<file path="config.mk">
export PLATFORM = sky130hd
export DESIGN_NAME = twofish_round_controller
export DESIGN_NICKNAME = d
export VERILOG_FILES = /design/src/rtl/twofish_pkg.sv /design/src/rtl/twofish_subkey_index_gen.sv /design/src/rtl/twofish_round_controller.sv
export SDC_FILE = /design/constraint.sdc
export NUM_CORES = 1
export LEC_CHECK = 0
export CAP_MARGIN = 10
export CORE_MARGIN = 4
export CORE_UTILIZATION = 30
export CTS_CLUSTER_DIAMETER = 120
export DETAILED_ROUTE_END_ITERATION = 8
export PLACE_DENSITY = 0.5
export SETUP_SLACK_MARGIN = 0.3
export SKIP_CTS_REPAIR_TIMING = 1
export SLEW_MARGIN = 20
export SYNTH_ARGS = -nofsm -noshare
export SYNTH_HDL_FRONTEND = slang
export SYNTH_HIERARCHICAL = 1
export SYNTH_SLANG_ARGS = --single-unit
</file>
<file path="constraint.sdc">
create_clock -name clk -period 2.9 [get_ports clk]
set_input_delay 0.29 -clock clk [delete_from_list [all_inputs] [get_ports clk]]
set_output_delay 0.29 -clock clk [all_outputs]
set_load 0.02 [all_outputs]
</file>
<file path="src/rtl/twofish_pkg.sv">
// Shared definitions for the Twofish round controller: state encoding,
// default round count and subkey base indices.
package twofish_pkg;

    typedef enum logic [2:0] {
        ST_IDLE  = 3'd0,
        ST_LOAD  = 3'd1,
        ST_ROUND = 3'd2,
        ST_OUTW  = 3'd3,
        ST_DONE  = 3'd4
    } tf_state_e;

    localparam int NUM_ROUNDS_DEF = 16;
    localparam int IN_WHT_BASE    = 0;
    localparam int OUT_WHT_BASE   = 4;
    localparam int ROUND_SK_BASE  = 8;

    // Whitening group select for a given subkey base: K0..K3 -> 0, K4..K7 -> 1
    function automatic logic wht_group(input int base);
        return (base >= OUT_WHT_BASE);
    endfunction

endpackage

</file>
<file path="src/rtl/twofish_subkey_index_gen.sv">
// Maps the current round number to the pair of round subkey indices
// (2r+8, 2r+9); the mapping is identical for encrypt and decrypt.
module twofish_subkey_index_gen
    import twofish_pkg::*;
#(
    parameter int RND_W    = 5,
    parameter int SK_IDX_W = 6
) (
    input  logic [RND_W-1:0]    rnd,
    output logic [SK_IDX_W-1:0] sk_idx0,
    output logic [SK_IDX_W-1:0] sk_idx1
);

    logic [SK_IDX_W-1:0] even_idx;

    assign even_idx = SK_IDX_W'(ROUND_SK_BASE) + (SK_IDX_W'(rnd) << 1);
    assign sk_idx0  = even_idx;
    assign sk_idx1  = even_idx + SK_IDX_W'(1);

endmodule

</file>
<file path="src/rtl/twofish_round_controller.sv">
// Twofish block sequencer: IDLE -> LOAD -> ROUND x NUM_ROUNDS -> OUTW -> DONE.
// Define TWOFISH_DECRYPT_EN to add the mode port and decrypt ordering.
module twofish_round_controller
    import twofish_pkg::*;
#(
    parameter int NUM_ROUNDS = NUM_ROUNDS_DEF,
    parameter int SK_IDX_W   = 6,
    parameter int RND_W      = 5
) (
    input  logic                clk,
    input  logic                rst_n,
    input  logic                key_ready,
    input  logic                in_valid,
    output logic                in_ready,
`ifdef TWOFISH_DECRYPT_EN
    input  logic                mode,
`endif
    output logic                dp_load,
    output logic                dp_round_en,
    output logic                dp_out_wht,
    output logic                wsel,
    output logic [SK_IDX_W-1:0] sk_idx0,
    output logic [SK_IDX_W-1:0] sk_idx1,
    output logic [RND_W-1:0]    round_num,
    output logic                busy,
    output logic                out_valid,
    input  logic                out_ready,
    output logic                key_lost
);

    localparam logic [RND_W-1:0] RND_LAST = RND_W'(NUM_ROUNDS - 1);
    localparam logic             WSEL_IN  = wht_group(IN_WHT_BASE);
    localparam logic             WSEL_OUT = wht_group(OUT_WHT_BASE);

    tf_state_e           state_p1, state_p0;
    logic [RND_W-1:0]    rnd_p1, rnd_p0;
    logic                mode_p1, mode_p0;
    logic                abort_p0;
    logic                mode_in;
    logic [RND_W-1:0]    rnd_final;
    logic [SK_IDX_W-1:0] sk0_p0, sk1_p0;

`ifdef TWOFISH_DECRYPT_EN
    assign mode_in = mode;
`else
    assign mode_in = 1'b0;
`endif

    assign rnd_final = mode_p1 ? '0 : RND_LAST;
    assign in_ready  = rst_n && key_ready && (state_p1 == ST_IDLE);

    always_comb begin
        state_p0 = state_p1;
        rnd_p0   = rnd_p1;
        mode_p0  = mode_p1;
        abort_p0 = 1'b0;
        case (state_p1)
            ST_IDLE: begin
                rnd_p0 = '0;
                if (in_valid && key_ready) begin
                    state_p0 = ST_LOAD;
                    mode_p0  = mode_in;
                end
            end
            ST_LOAD: begin
                if (!key_ready) begin
                    state_p0 = ST_IDLE;
                    abort_p0 = 1'b1;
                end else begin
                    state_p0 = ST_ROUND;
                    rnd_p0   = mode_p1 ? RND_LAST : '0;
                end
            end
            ST_ROUND: begin
                if (!key_ready) begin
                    state_p0 = ST_IDLE;
                    abort_p0 = 1'b1;
                end else if (rnd_p1 == rnd_final) begin
                    state_p0 = ST_OUTW;
                end else begin
                    rnd_p0 = mode_p1 ? (rnd_p1 - RND_W'(1)) : (rnd_p1 + RND_W'(1));
                end
            end
            ST_OUTW: begin
                if (!key_ready) begin
                    state_p0 = ST_IDLE;
                    abort_p0 = 1'b1;
                end else begin
                    state_p0 = ST_DONE;
                end
            end
            // Result is already captured, so a key loss here no longer matters
            ST_DONE: begin
                if (out_ready) state_p0 = ST_IDLE;
            end
            default: state_p0 = ST_IDLE;
        endcase
    end

    twofish_subkey_index_gen #(
        .RND_W    (RND_W),
        .SK_IDX_W (SK_IDX_W)
    ) u_sk_gen (
        .rnd     (rnd_p0),
        .sk_idx0 (sk0_p0),
        .sk_idx1 (sk1_p0)
    );

    // Stage p0 -> p1: outputs registered from the next-state decode
    always_ff @(posedge clk or negedge rst_n) begin
        if (!rst_n) begin
            state_p1    <= ST_IDLE;
            rnd_p1      <= '0;
            mode_p1     <= 1'b0;
            dp_load     <= 1'b0;
            dp_round_en <= 1'b0;
            dp_out_wht  <= 1'b0;
            wsel        <= 1'b0;
            sk_idx0     <= '0;
            sk_idx1     <= '0;
            round_num   <= '0;
            busy        <= 1'b0;
            out_valid   <= 1'b0;
            key_lost    <= 1'b0;
        end else begin
            state_p1    <= state_p0;
            rnd_p1      <= rnd_p0;
            mode_p1     <= mode_p0;
            dp_load     <= (state_p0 == ST_LOAD);
            dp_round_en <= (state_p0 == ST_ROUND);
            dp_out_wht  <= (state_p0 == ST_OUTW);
            out_valid   <= (state_p0 == ST_DONE);
            busy        <= (state_p0 != ST_IDLE);
            key_lost    <= abort_p0;
            round_num   <= (state_p0 == ST_ROUND) ? rnd_p0 : '0;
            sk_idx0     <= (state_p0 == ST_ROUND) ? sk0_p0 : '0;
            sk_idx1     <= (state_p0 == ST_ROUND) ? sk1_p0 : '0;
            if (state_p0 == ST_LOAD)
                wsel <= mode_p0 ? WSEL_OUT : WSEL_IN;
            else if (state_p0 == ST_OUTW)
                wsel <= mode_p0 ? WSEL_IN : WSEL_OUT;
            else
                wsel <= 1'b0;
        end
    end

endmodule

</file>
Word-level counts from Yosys, hierarchy flattened
Cells that the tools add are included.
{"block": "op_classes", "addsub": 4, "n_reduce_logical": 6, "mux": 25, "eq_ne": 9}
{"cell": "2-to-1 mux 5 bit", "count": 5}
{"cell": "2-to-1 mux 3 bit", "count": 5}
{"cell": "one-hot mux 3 bit (5 select lines)", "count": 1}
{"cell": "one-hot mux 5 bit (3 select lines)", "count": 1}
{"cell": "equality test 3 x 2 -> 1 bit (second input constant)", "count": 4}
{"cell": "2-to-1 mux 6 bit", "count": 2}
{"cell": "2-to-1 mux 1 bit", "count": 8}
{"cell": "2-to-1 mux 4 bit", "count": 2}
{"cell": "adder 4 x 6 -> 6 bit (first input constant)", "count": 1}
{"cell": "adder 6 x 1 -> 6 bit (second input constant)", "count": 1}
{"cell": "equality test 3 x 1 -> 1 bit (second input constant)", "count": 2}
{"cell": "equality test 3 bit (second input constant)", "count": 2}
{"cell": "adder 5 x 1 -> 5 bit (second input constant)", "count": 1}
{"cell": "equality test 5 x 4 -> 1 bit", "count": 1}
{"cell": "subtractor 5 x 1 -> 5 bit (second input constant)", "count": 1}
{"cell": "logical AND 1 bit", "count": 3}
{"cell": "zero test 3 bit", "count": 1}
{"cell": "nonzero test 3 bit", "count": 1}
{"cell": "OR reduction 3 bit", "count": 1}
{"cell": "2-to-1 mux 2 bit", "count": 1}
{"block": "word_totals", "output_inout_bits": 25, "register_bits": 33, "wordCells": 57}

Logic depth before layout (Yosys ltp)
Gate-level depths: netlist of the first run.
{"block": "depth", "depth_word": 8, "depth_mapped": 10, "mapped_depth_nobuf": 9}

By module
The synthesis of the first run kept the hierarchy.
{"mod": "twofish_round_controller", "area_per_inst_um2": 1390.1, "n_inst": 1, "cells_each": 115, "seq_area_each_um2": 825.8}
{"mod": "twofish_subkey_index_gen", "area_per_inst_um2": 100.1, "n_inst": 1, "cells_each": 14, "seq_area_each_um2": 0.0}

Worst setup path after synthesis of the first run
No wires, ideal clock.
{"block": "synth_timing", "path_type": "flip-flop to flip-flop", "startpoint": "reg mode_p1", "endpoint": "reg sk_idx1[5]", "synth_period_minus_slack_ps": 2348, "t_arrival_ps": 2229, "stages_incl_launch_ff": 11, "t_required_ps": 2781, "slack_ps": 552, "path_buffers": 1, "cell_sequence": "dfrtp_1 > ha_1 > nor2b_1 > nand4_2 > a32oi_1 > or2_2 > a21o_1 > ha_1 > xor2_1 > buf_4 > and2_1"}
{"block": "synth_between", "elab_chain_cells": 8, "word_cells_on_any_way": 15, "classes_between": "add/sub (2); eq/ne (2); mux (11)"}
{"element": "from (decl)", "line_no": "twofish_round_controller.sv:37", "source": "logic mode_p1, mode_p0;"}
{"element": "from (signal assigned)", "line_no": "twofish_round_controller.sv:128", "source": "mode_p1 <= mode_p0;"}
{"element": "2-to-1 mux 4 bit", "line_no": "twofish_round_controller.sv:49", "source": "assign rnd_final = mode_p1 ? '0 : RND_LAST;"}
{"element": "equality test 5 x 4 -> 1 bit", "line_no": "twofish_round_controller.sv:78", "source": "end else if (rnd_p1 == rnd_final) begin"}
{"element": "2-to-1 mux 5 bit", "line_no": "twofish_round_controller.sv:78"}
{"element": "2-to-1 mux 5 bit", "line_no": "twofish_round_controller.sv:75", "source": "if (!key_ready) begin"}
{"element": "one-hot mux 5 bit (3 select lines) *", "line_no": "twofish_round_controller.sv:57", "source": "case (state_p1)"}
{"element": "named net rnd_p0[2]", "line_no": "twofish_round_controller.sv:36", "source": "logic [RND_W-1:0] rnd_p1, rnd_p0;"}
{"element": "adder 4 x 6 -> 6 bit *", "line_no": "twofish_subkey_index_gen.sv:16", "source": "assign even_idx = SK_IDX_W'(ROUND_SK_BASE) + (SK_IDX_W'(rnd) << 1);"}
{"element": "named net sk0_p0[5]", "line_no": "twofish_round_controller.sv:41", "source": "logic [SK_IDX_W-1:0] sk0_p0, sk1_p0;"}
{"element": "adder 6 x 1 -> 6 bit *", "line_no": "twofish_subkey_index_gen.sv:18", "source": "assign sk_idx1 = even_idx + SK_IDX_W'(1);"}
{"element": "named net sk1_p0[5]", "line_no": "twofish_round_controller.sv:41"}
{"element": "2-to-1 mux 6 bit *", "line_no": "twofish_round_controller.sv:137", "source": "sk_idx1 <= (state_p0 == ST_ROUND) ? sk1_p0 : '0;"}
{"element": "to (signal assigned)", "line_no": "twofish_round_controller.sv:137"}
{"element": "to (decl)", "line_no": "twofish_round_controller.sv:23", "source": "output logic [SK_IDX_W-1:0] sk_idx1,"}
The timed path passes the listed nets; every way through them passes the cells marked *.

Final worst setup path of the first run
{"block": "layout_timing", "startpoint": "reg mode_p1", "endpoint": "reg sk_idx1[5]"}
{"block": "layout_between", "elab_chain_cells": 8, "word_cells_on_any_way": 15, "classes_between": "add/sub (2); eq/ne (2); mux (11)"}
{"element": "2-to-1 mux 4 bit", "line_no": "twofish_round_controller.sv:49"}
{"element": "equality test 5 x 4 -> 1 bit", "line_no": "twofish_round_controller.sv:78"}
{"element": "2-to-1 mux 5 bit", "line_no": "twofish_round_controller.sv:78"}
{"element": "2-to-1 mux 5 bit", "line_no": "twofish_round_controller.sv:75"}
{"element": "one-hot mux 5 bit (3 select lines) *", "line_no": "twofish_round_controller.sv:57"}
{"element": "named net rnd_p0[2]", "line_no": "twofish_round_controller.sv:36"}
{"element": "adder 4 x 6 -> 6 bit *", "line_no": "twofish_subkey_index_gen.sv:16"}
{"element": "named net sk0_p0[5]", "line_no": "twofish_round_controller.sv:41"}
{"element": "adder 6 x 1 -> 6 bit *", "line_no": "twofish_subkey_index_gen.sv:18"}
{"element": "2-to-1 mux 6 bit *", "line_no": "twofish_round_controller.sv:137"}
Marked as above.

==> results.cfg, run 1 <==
[outcome]
status = completed

[timing]
post-route-min-period_ps = 2440
tns_ps = 0
finalCritPeriodShare_pct = 84.3
setup_viol = 0
hold_viol_final = 0
fin_skew_ps = 5.79
rsz0062_at_grt = no
relSlewSlack_pct = 59.9
timing_max_transition_violations_final = 0
worstMarginPinSlew_ps = 601
max_freq_ghz = 0.409
fin_hold_ws_ps = 495

[critical_path]
arrival_ps = 2610
cpPeakStageDelay_ps = 480
worstReg2RegEnd = sk_idx1[5]
crit_slowest_cell = dfrtp_2
r2r_slack_ps = 460
cp.required_ps = 3070
end_kind = flip-flop
critPathMaxFanout = 8
start_kind = flip-flop
cp_common_cell = ha_1
worstRegToRegCells = 9
path_class = flip-flop to flip-flop
worstReg2RegStart = mode_p1
cp_num_buf_inv = 0
critical_path.cell_chain = ha_1 > nor2b_1 > nand4_2 > a32oi_1 > or2_2 > a21o_1 > ha_1 > xor2_1 > and2_1
critical-path-top-delay-family = simple AND/OR/NAND/NOR gates

[power_and_ir_drop]
comb_power_share_pct = 13.8
max-vdd-ir-drop_uv = 172
p_leak_nw = 0.909
pwr-share-seq_pct = 51.2
p_sw_share_pct = 25.5
p_switching_uw = 248
clkPwrFrac_pct = 35.1
p_int_uw = 726
powerDensity_nw_per_um2 = 518

[layout]
finalNetCount = 166
fin_util_pct = 39.6
drive_gt1_share_pct = 14.7
area_delta_synth_final_pct = 26.2
antenna_cells = 0

[synthesis]
synth_area_um2 = 1490
syn-num-nets = 139
synth_cells = 129
synthDistinctLibCells = 36
syn_area_per_cell_um2 = 11.6
yosysWarningCount = 6
synth_edf_count = 0
async_flop_share_pct = 100
seq_area_frac_synth_pct = 55.4
synth-seq-cells = 33
synth-main-ff-cell = dfrtp_1

[cts]
cts_tree = done
htreeDepth = 2
cts_root_buf = clkbuf_8
cts.sinks = 33
cts_buffer_depth = 2
clk_pin_slew_ps = 70
clkLatencyLatePin_ps = 280
numCtsBuffers = 5

[routing]
firstDrtPassIters = 4
viasPerCell = 4.49
ant_nets = 0
drc = 0
num_vias = 1001
wirelength_mm = 2.95
post_drt_wl_per_cell_um = 13.2
drt_iter0_markers = 32

[run]
max_cap_violations = 0

[grt]
grt_pass1_wl_mm = 5.35
grt_usage_pct = 11.1
grt_max_degree = 34
grt_overflow = 0
grt_pass1_vias = 1073
antenna_found_initial = 0

[floorplan]
rows = 25
die_x_um = 78.5
dieArea_um2 = 6160
num_io_pins = 30
start_util_pct = 31.3
die_h_um = 78.5
core_area_um2 = 4750

[placement]
dp_hpwl_mm = 2.09
io_buffers = 29
gp_routability_congestion = 0.858

[hold_path]
hp-class = primary input to asynchronous set/reset pin
-- area by class of cell --
| type | count | area (µm²) |
|---|---|---|
| Timing Repair Buffer | 30 | 298 |
| Clock buffer | 7 | 86.3 |
| Sequential cell | 33 | 827 |
| Fill cell | 468 | 2870 |
| Multi-Input combinational cell | 77 | 552 |
| Tap cell | 67 | 83.8 |
| Inverter | 9 | 33.8 |
-- cells by family (layout without fill, tap and decap cells) --
family                   after synthesis  count (layout)  share of synthesized area, %
other                                  2               2                         0.504
AND/OR/NAND/NOR                       39              39                          17.0
AO/OA/AOI/OAI                         25              25                          11.3
XOR/XNOR                               6               6                          3.53
flip-flops                            33              33                          55.4
buffers and inverters                 19              46                          7.56
adder cells (fa/ha/maj)                5               5                          4.70
-- synthesized netlist by cell type, types with 3 or more instances --
cell     number  area, µm²
a21o_1        5       37.5
a21oi_1       5       25.0
and2_1        5       31.3
and2_4        8       70.1
buf_4         9       67.6
dfrtp_1      33        826
ha_1          4       50.1
inv_1         8       30.0
nand2_1       3       11.3
nor2_1        6       22.5
o21a_1        3       22.5
o21ai_0       7       35.0
xor2_1        4       35.0
-- registers in the layout, indices dropped and copies added (netlist names), 3 cells and up --
| signal | flops |
|---|---|
| rnd_p1 | 5 |
| round_num | 5 |
| state_p1 | 3 |
| sk_idx1 | 6 |
| sk_idx0 | 6 |
-- how the worst max path moves through the flow --
stage,from,to,slack [ps],depth (start not counted)
floorplan,mode_p1,sk_idx1[5],550,10
global placement,mode_p1,sk_idx0[5],420,9
detailed placement,mode_p1,sk_idx1[5],440,9
CTS,mode_p1,sk_idx1[5],400,9
global route,mode_p1,sk_idx1[5],330,9
finish,mode_p1,sk_idx1[5],460,9
-- layer usage --
| metal | vias up | part of all wire, % | track usage (%) |
|---|---|---|---|
| met5 | - | 0 | 0 |
| met4 | 0 | 2.1 | 4.72 |
| met3 | 5 | 4.2 | 2.98 |
| met2 | 27 | 49 | 18.6 |
| met1 | 492 | 44 | 13.5 |
| li1 | 477 | - | - |
-- placed cells by master, fill, tap and decap left out, types with 2 or more instances in the layout --
master	netlist	layout
and3_1	2	2
clkdlybuf4s50_1	0	29
inv_1	8	8
o31ai_1	2	2
a21oi_1	5	5
nor2_1	6	6
and2_4	8	8
ha_1	4	4
nor2b_1	2	2
clkbuf_8	0	6
conb_1	2	2
dfrtp_1	33	32
xnor2_1	2	2
and2_1	5	5
nand2_1	3	3
o21a_1	3	3
o21ai_0	7	7
xor2_1	4	4
nor3_1	2	2
a21o_1	5	5
-- per-stage QoR --
| stage | power [mW] | instance area (µm²) | instances | setup slack (ps) |
|---|---|---|---|---|
| 6_report | 0.974 | 1880 | 223 | 455 |
| 2_1_floorplan | 0.605 | 1490 | 129 | 552 |
| 3_3_place_gp | 0.641 | 1790 | 216 | 425 |
| 5_1_grt | 1.02 | 1880 | 223 | 327 |
| 3_5_place_dp | 0.641 | 1790 | 216 | 438 |
| 4_1_cts | 0.990 | 1880 | 223 | 405 |
-- power groups by stage --
stage / Sequential (mW) / Combinational [mW] / Clock, mW
after floorplan: 0.519 / 0.0859 / 0
after global placement: 0.505 / 0.136 / 0
after detailed placement: 0.506 / 0.135 / 0
after CTS: 0.498 / 0.136 / 0.356
after global routing: 0.501 / 0.150 / 0.371
final: 0.498 / 0.134 / 0.341
Note: power is estimated with default switching activity, not from simulation.
==> run 2: changes to the inputs <==
- PLACE_DENSITY: 0.5 -> 0.52
- clock period: 2.9 -> 2.2 ns (I/O delays scaled with it)
==> run 2 against run 1 <==
Net effect:
- critical path depth did not move
- wire length rose by 0.98%
- worst hold slack got worse by 82 ps
- sequential cell count did not move
- clock-buffer cell count rose by 1
- combinational power rose by 41%
- first-iteration DRC count rose by 100%
- register-to-register slack got worse by 410 ps
- largest cell class unchanged
- largest power group unchanged
- highest routed layer unchanged
==> results.cfg, run 2 (synthesis gave the netlist of run 1 again) <==
[routing]
num_vias = 1020
post_drt_wl_per_cell_um = 12.8
drt_iter0_markers = 64
firstDrtPassIters = 6
drc = 0
viasPerCell = 4.38
ant_nets = 0
wirelength_mm = 2.98

[layout]
final-instance-count-excl-fill = 233
final_area_um2 = 2050
area_delta_synth_final_pct = 37.3
drive_gt1_share_pct = 25.3
mostFrequentLayoutCells = dfrtp_1, clkdlybuf4s50_1, buf_4
fillers = 448
multi_input_area_um2 = 642
fin_util_pct = 43.0
reg_top3 = sk_idx0: 6 flops, sk_idx1: 6 flops
finalNetCount = 175
antenna_cells = 0
regArea_um2 = 827
layout_commonest_cell = dfrtp_1

[cts]
clk_pin_slew_ps = 70
cts_buffer_depth = 2
clkLatencyLatePin_ps = 280
numCtsBuffers = 5
cts_root_buf = clkbuf_8
cts_tree = done
htreeDepth = 2
cts.sinks = 33

[timing]
rsz0062_at_grt = yes
fin_hold_ws_ps = 413
setup_viol = 0
max_freq_ghz = 0.465
hold_viol_final = 0
fin_ws_ps = 48.9
finalCritPeriodShare_pct = 97.8
timing_max_transition_violations_final = 0
post-route-min-period_ps = 2150
tns_ps = 0
fin_skew_ps = 6.15

[power_and_ir_drop]
pwr-share-seq_pct = 50.3
p_leak_nw = 0.951
p_int_uw = 971
comb_power_share_pct = 14.5
power_mw = 1.31
clkPwrFrac_pct = 35.2
powerDensity_nw_per_um2 = 639
p_switching_uw = 336
max-vdd-ir-drop_uv = 223
p_sw_share_pct = 25.7

[floorplan]
die_h_um = 78.5
rows = 25
die_x_um = 78.5
start_util_pct = 31.3
dieArea_um2 = 6160
num_io_pins = 30
core_area_um2 = 4750

[placement]
place_area_um2 = 1900
io_buffers = 29
post-place-ws_ps = 20.1
gp_routability_congestion = 0.848
place_inst = 222
dp_hpwl_mm = 2.17

[critical_path]
cpPeakStageDelay_ps = 490
cp.required_ps = 2370
worstReg2RegEnd = sk_idx1[5]
critical_path.cell_chain = ha_4 > nor2b_4 > nand4_4 > a32oi_2 > or2_4 > a21o_1 > ha_4 > xor2_2 > and2_1
critPathMaxFanout = 8
r2r_slack_ps = 50
crit_slowest_cell = dfrtp_2
critical-path-top-delay-family = simple AND/OR/NAND/NOR gates
worstReg2RegStart = mode_p1
arrival_ps = 2320
start_kind = flip-flop
end_kind = flip-flop
cp_num_buf_inv = 0
path_class = flip-flop to flip-flop
worstRegToRegCells = 9
cp_common_cell = ha_4

[grt]
grt_usage_pct = 10.6
grt_pass1_wl_mm = 5.06
grt_max_degree = 34
antenna_found_initial = 0
grt_overflow = 0
grt_pass1_vias = 1027

[hold_path]
hp-class = primary input to asynchronous set/reset pin

[run]
max_cap_violations = 0

[outcome]
status = completed
[run 2: worst max path at each step]
stage | from | endpoint | cells past startpoint
2_1_floorplan | mode_p1 | sk_idx1[5] | 10
3_3_place_gp | key_ready | sk_idx0[4] | 8
3_5_place_dp | key_ready | sk_idx1[5] | 9
4_1_cts | key_ready | in_ready | 5
5_1_grt | mode_p1 | sk_idx0[5] | 9
6_report | mode_p1 | sk_idx1[5] | 9
[run 2: worst reg2reg max path, cell delays in order (launching register included)]
cell     delay (ps)
dfrtp_2         490
ha_4            250
nor2b_4         130
nand4_4         100
a32oi_2         120
or2_4           250
a21o_1          210
ha_4            180
xor2_2          160
and2_1          160
[run 2: metal layers]
layer,part of all wire [%],track usage [%],up-vias
met4,1.9,4.37,0
met1,42,12.4,498
met2,51,17.8,25
met3,4.3,3.78,6
li1,-,-,491
met5,0,0,-
[run 2: area by class of cell]
class	instances	area share (%)
sequential	33	40.4
multi-input combinational	77	31.4
timing repair buffer	39	18.0
clock buffer	8	4.40
tap	67	4.10
inverter	9	1.65
[run 2: power groups by stage]
stage	logic, mW	clock network, mW	registers [mW]
after floorplan	0.119	0	0.685
after global placement	0.189	0	0.668
after detailed placement	0.189	0	0.669
after CTS	0.190	0.475	0.657
after global routing	0.212	0.506	0.661
final	0.189	0.460	0.658
